$ cat src/rtl/av2_itx_scheduler.sv
// Round-robin arbiter that shares one inverse-transform engine among up to four
// requesters, with a watchdog that aborts jobs the engine never finishes.
module av2_itx_scheduler #(
    parameter int NUM_REQ        = 3,
    parameter int TIMEOUT_CYCLES = 4096
) (
    input  logic                    clk,
    input  logic                    rst_n,
    input  logic [NUM_REQ-1:0]      req_valid,
    output logic [NUM_REQ-1:0]      req_ready,
    input  logic [6*NUM_REQ-1:0]    req_tx_width,
    input  logic [6*NUM_REQ-1:0]    req_tx_height,
    input  logic [4*NUM_REQ-1:0]    req_tx_type,
    input  logic [16*NUM_REQ-1:0]   req_num_coeffs,
    output logic                    itx_start,
    output logic [5:0]              itx_tx_width,
    output logic [5:0]              itx_tx_height,
    output logic [3:0]              itx_tx_type,
    output logic [15:0]             itx_num_coeffs,
    output logic [1:0]              itx_sel,
    input  logic                    itx_valid,
    output logic                    itx_ready,
    input  logic                    itx_done,
    output logic                    cpl_valid,
    output logic [1:0]              cpl_id,
    output logic                    cpl_timeout,
    input  logic                    cpl_ready,
    output logic                    busy
);

    localparam logic [2:0] S_IDLE       = 3'd0;
    localparam logic [2:0] S_LAUNCH     = 3'd1;
    localparam logic [2:0] S_WAIT_VALID = 3'd2;
    localparam logic [2:0] S_WAIT_DONE  = 3'd3;
    localparam logic [2:0] S_COMPLETE   = 3'd4;

    localparam logic [15:0] WD_LAST  = 16'(TIMEOUT_CYCLES - 1);
    localparam logic [2:0]  NR       = 3'(NUM_REQ);
    localparam logic [2:0]  LAST_REQ = 3'(NUM_REQ - 1);

    logic [2:0]          state;
    logic [1:0]          ptr;
    logic [15:0]         wd_cnt;
    logic                wd_expired;

    logic                found;
    logic [1:0]          win;
    logic [NUM_REQ-1:0]  grant;
    logic [5:0]          sel_width;
    logic [5:0]          sel_height;
    logic [3:0]          sel_type;
    logic [15:0]         sel_coeffs;

    // Search from ptr upward with wrap; first asserted request wins.
    always_comb begin
        logic [2:0] cand;
        cand       = '0;
        found      = 1'b0;
        win        = '0;
        grant      = '0;
        sel_width  = '0;
        sel_height = '0;
        sel_type   = '0;
        sel_coeffs = '0;
        for (int unsigned i = 0; i < NUM_REQ; i++) begin
            cand = {1'b0, ptr} + 3'(i);
            if (cand >= NR) begin
                cand = cand - NR;
            end
            if (!found && req_valid[cand[1:0]]) begin
                found             = 1'b1;
                win               = cand[1:0];
                grant[cand[1:0]]  = 1'b1;
                sel_width         = req_tx_width[6*cand[1:0] +: 6];
                sel_height        = req_tx_height[6*cand[1:0] +: 6];
                sel_type          = req_tx_type[4*cand[1:0] +: 4];
                sel_coeffs        = req_num_coeffs[16*cand[1:0] +: 16];
            end
        end
    end

    assign req_ready  = (state == S_IDLE) ? grant : '0;
    assign itx_ready  = (state == S_WAIT_VALID);
    assign wd_expired = (TIMEOUT_CYCLES != 0) && (wd_cnt == WD_LAST);

    always_ff @(posedge clk or negedge rst_n) begin
        if (!rst_n) begin
            state          <= S_IDLE;
            ptr            <= '0;
            wd_cnt         <= '0;
            itx_start      <= 1'b0;
            itx_tx_width   <= '0;
            itx_tx_height  <= '0;
            itx_tx_type    <= '0;
            itx_num_coeffs <= '0;
            itx_sel        <= '0;
            cpl_valid      <= 1'b0;
            cpl_id         <= '0;
            cpl_timeout    <= 1'b0;
            busy           <= 1'b0;
        end else begin
            itx_start <= 1'b0;
            case (state)
                S_IDLE: begin
                    if (found) begin
                        itx_tx_width   <= sel_width;
                        itx_tx_height  <= sel_height;
                        itx_tx_type    <= sel_type;
                        itx_num_coeffs <= sel_coeffs;
                        itx_sel        <= win;
                        ptr            <= ({1'b0, win} == LAST_REQ) ? 2'd0 : win + 2'd1;
                        itx_start      <= 1'b1;
                        busy           <= 1'b1;
                        state          <= S_LAUNCH;
                    end
                end
                S_LAUNCH: begin
                    wd_cnt <= '0;
                    state  <= S_WAIT_VALID;
                end
                S_WAIT_VALID: begin
                    wd_cnt <= wd_cnt + 16'd1;
                    // Engine progress in the same cycle takes priority over the watchdog.
                    if (itx_valid) begin
                        state <= S_WAIT_DONE;
                    end else if (wd_expired) begin
                        cpl_valid   <= 1'b1;
                        cpl_id      <= itx_sel;
                        cpl_timeout <= 1'b1;
                        state       <= S_COMPLETE;
                    end
                end
                S_WAIT_DONE: begin
                    wd_cnt <= wd_cnt + 16'd1;
                    if (itx_done || wd_expired) begin
                        cpl_valid   <= 1'b1;
                        cpl_id      <= itx_sel;
                        cpl_timeout <= !itx_done;
                        state       <= S_COMPLETE;
                    end
                end
                S_COMPLETE: begin
                    if (cpl_ready) begin
                        cpl_valid <= 1'b0;
                        busy      <= 1'b0;
                        state     <= S_IDLE;
                    end
                end
                default: begin
                    busy  <= 1'b0;
                    state <= S_IDLE;
                end
            endcase
        end
    end

endmodule

$ cat config.mk
export PLATFORM = sky130hd
export DESIGN_NAME = av2_itx_scheduler
export DESIGN_NICKNAME = d
export VERILOG_FILES = /design/src/rtl/av2_itx_scheduler.sv
export SDC_FILE = /design/constraint.sdc
export NUM_CORES = 1
export LEC_CHECK = 0
export CAP_MARGIN = 5
export CORE_ASPECT_RATIO = 0.5
export CORE_UTILIZATION = 35
export CTS_CLUSTER_DIAMETER = 100
export DETAILED_ROUTE_END_ITERATION = 6
export PLACE_DENSITY_LB_ADDON = 0.1
export SETUP_SLACK_MARGIN = 0.4
export SYNTH_ARGS = -nofsm -noshare
export SYNTH_HDL_FRONTEND = slang
export SYNTH_SLANG_ARGS = --single-unit
$ cat constraint.sdc
create_clock -name clk -period 3.8 [get_ports clk]
set_input_delay 1.14 -clock clk [delete_from_list [all_inputs] [get_ports clk]]
set_output_delay 1.14 -clock clk [all_outputs]
set_load 0.02 [all_outputs]
==> run summary <==
Final Cell Area: 0.00658 mm2
global-route wire length before repair: 24.5 mm
Syn Nets: 595
unique cell type count in the Yosys netlist: 56
die footprint: 0.0134 mm2
max_slew headroom: 45.7%
Critical-path top delay cell: a222oi_1
Synth Register Bits: 61
Inserted Diodes: 0
layout cell share with drive strength beyond 1: 12.8%
via count: 4714
Die Wd: 162 um
Worst-Skew Late Latency: 0.33 ns
Crit path buffers/inverters: 2
remaining antenna violation count: 0
hold_buf cts: 0
Synth Area per Inst: 9.27 um2
LEAKAGE: 2.72 nW
worst slack, placed: -0.564 ns
ys flop type: dfrtp_1
final slew viol count: 0
Power Density: 884 mW/mm2
CTS tree: done
DP Area: 0.00619 mm2
critical setup path kind: in -> out
HPWL after DPL: 10.4 mm
# Max-Cap Violations: 0
DR iter-0 viols: 408
Wirelength per Cell: 19.6 um
Std-Cell Rows: 28
Fmax achieved: 0.295 GHz
vias per cell: 5.92
CTS sink count: 61
synthesized area: 0.00451 mm2
Die Y: 82.2 um
peak supply drop: 0.000387 V
outcome: finished clean
most frequent cells in the layout: clkdlybuf4s50_1 (140), a32o_1 (64), dfrtp_1 (61), nor2_1 (50)
number of flops mapped to enable cells by yosys: 0
worst setup margin: 0.406 ns
crit-path cells: buf_12 -> nor4bb_4 -> a41oi_2 -> o32ai_2 -> a222oi_1 -> nor2_2 -> buf_6
CP Launch Type: input pin
Initial Utilization: 37.0%
Design Power: 5.81 mW
Final period util: 89.3%
clock root buffer: clkbuf_16
fin nets: 735
CP max stage delay: 0.36 ns
IO buf count: 147
Tightest Pin Transition: 0.814 ns
Worst path top cell family by delay: compound AO/OA/AOI/OAI gates
final WL: 15.6 mm
minimum clock period: 3.39 ns
drt first pass iters: 5
total global routing overflow: 0
I/O pins: 148
most common cell after layout, fill and taps aside: clkdlybuf4s50_1
Clock Tree Buf Depth: 2
Fin. Hold Viols: 0
GRT Util Overall: 23.8%
clock-pin slew on the worst setup and hold paths: 0.06 ns
CP arrival: 2.25 ns
clk_skew: 0.00804 ns
Seq/Total Area, Yosys: 33.9%
# setup viols final: 0
area grow syn2layout: 45.9%
cts bufs inserted: 9
H-tree Lvls: 3
Core ar.: 0.0122 mm2
final RePlAce weighted congestion: 0.848
Ys Warns: 0
vias in the first global route: 4761
initial antenna violation count: 0
setup tns final: 0 ns
Critical Path Sink Type: output port
Worst Path Required: 2.66 ns
final core occ: 54.0%
worst hold path class: reg -> reg
Synth Instances: 486
Fillers: 1119
RSZ-0062 raised after global routing: yes
largest net degree at the start of global routing: 62
CP Max Fanout: 7
DRC: 0
Synth async-reset ratio: 100%
## sequential cells by signal, summed over array words and instances (netlist names), 2 cells and up
name / flops
cpl_id: 2
itx_num_coeffs: 16
itx_sel: 2
itx_tx_height: 6
itx_tx_type: 4
itx_tx_width: 6
ptr: 2
state: 3
wd_cnt: 16
## cell families (layout without fill, tap and decap cells)
group / Yosys count / count (layout) / synth area share [%]
xor gates and xnor gates: 11 / 11 / 2.14
muxes: 38 / 38 / 8.52
buffers and inverters: 58 / 203 / 6.91
DFF: 61 / 61 / 33.9
and+or+nand+nor: 109 / 109 / 11.9
AOI/OAI and AO/OA: 204 / 204 / 35.2
adders and majority gates: 5 / 5 / 1.39
## through the flow
stage / hold WS (ns) / cells
after floorplan: 0.490 / 486
final: 0.483 / 796
after global routing: 0.503 / 796
after global placement: 0.458 / 779
after CTS: 0.491 / 795
after detailed placement: 0.481 / 779
## routing by layer
layer | track usage [%] | routed length, um | vias up
met3 | 5.19 | 1000 | 11
met1 | 30.3 | 7070 | 2327
met5 | 0 | 0 | -
li1 | - | - | 2186
met2 | 40.6 | 7380 | 190
met4 | 8.11 | 138 | 0
## layout make-up
class / instances / area [um2] / area share [%]
multi-input cells: 367 / 2770 / 42.1
repair buffers: 179 / 1720 / 26.2
flip-flops and latches: 61 / 1530 / 23.2
clock buffers: 9 / 225 / 3.42
well taps: 165 / 206 / 3.14
clock inverters: 7 / 97.6 / 1.48
inverters: 8 / 30.0 / 0.457
## path summary, 6_finish.rpt
kind                              startpoint  slack, ns  cells after the start                 end
worst max register to register        ptr[1]       1.21                      7  itx_num_coeffs[13]
max in group asynchronous              rst_n       2.28                      2     itx_tx_width[4]
worst min register to register     cpl_valid       0.48                      1           cpl_valid
worst min-delay path               cpl_valid       0.48                      1           cpl_valid
min in group asynchronous              rst_n       0.97                      2           cpl_valid
worst max-delay path            req_valid[0]       0.41                      7        req_ready[0]
## Yosys cell counts (all sizes together) (6+ instances only)
library cell  instances  area [um2]
a211o                34         298
xor2                  6        52.6
nor2                 53         199
a21oi                38         190
inv                   8        30.0
mux2i                35         350
dfrtp                61        1530
buf                  30         206
nor3                  7        51.3
a32o                 64         641
o21ai                40         204
clkbuf               20        75.1
nand3                 8        40.0
nand2                11        41.3
## report_power, final
group	leakage, nW	internal (mW)	total [mW]	switching, mW
logic	1.77	1.69	3.86	2.17
clock network	0.152	0.576	0.891	0.315
registers	0.791	0.880	1.06	0.182
## worst reg2reg max path: stages, from the launching register on
cell and delay, ns:
dfrtp_1 0.44, ha_4 0.34, buf_8 0.19, buf_4 0.30
o21ai_0 0.24, o31ai_4 0.47, buf_4 0.35, a32o_1 0.19
## what timing repair did
item / in CTS / in global routing
pin swaps: 6 / 4
setup buffers: 0 / 1
resized for setup: 36 / 6
endpoints found under the setup margin: 3 / 3
No activity file was read; power rests on OpenSTA's default activity.
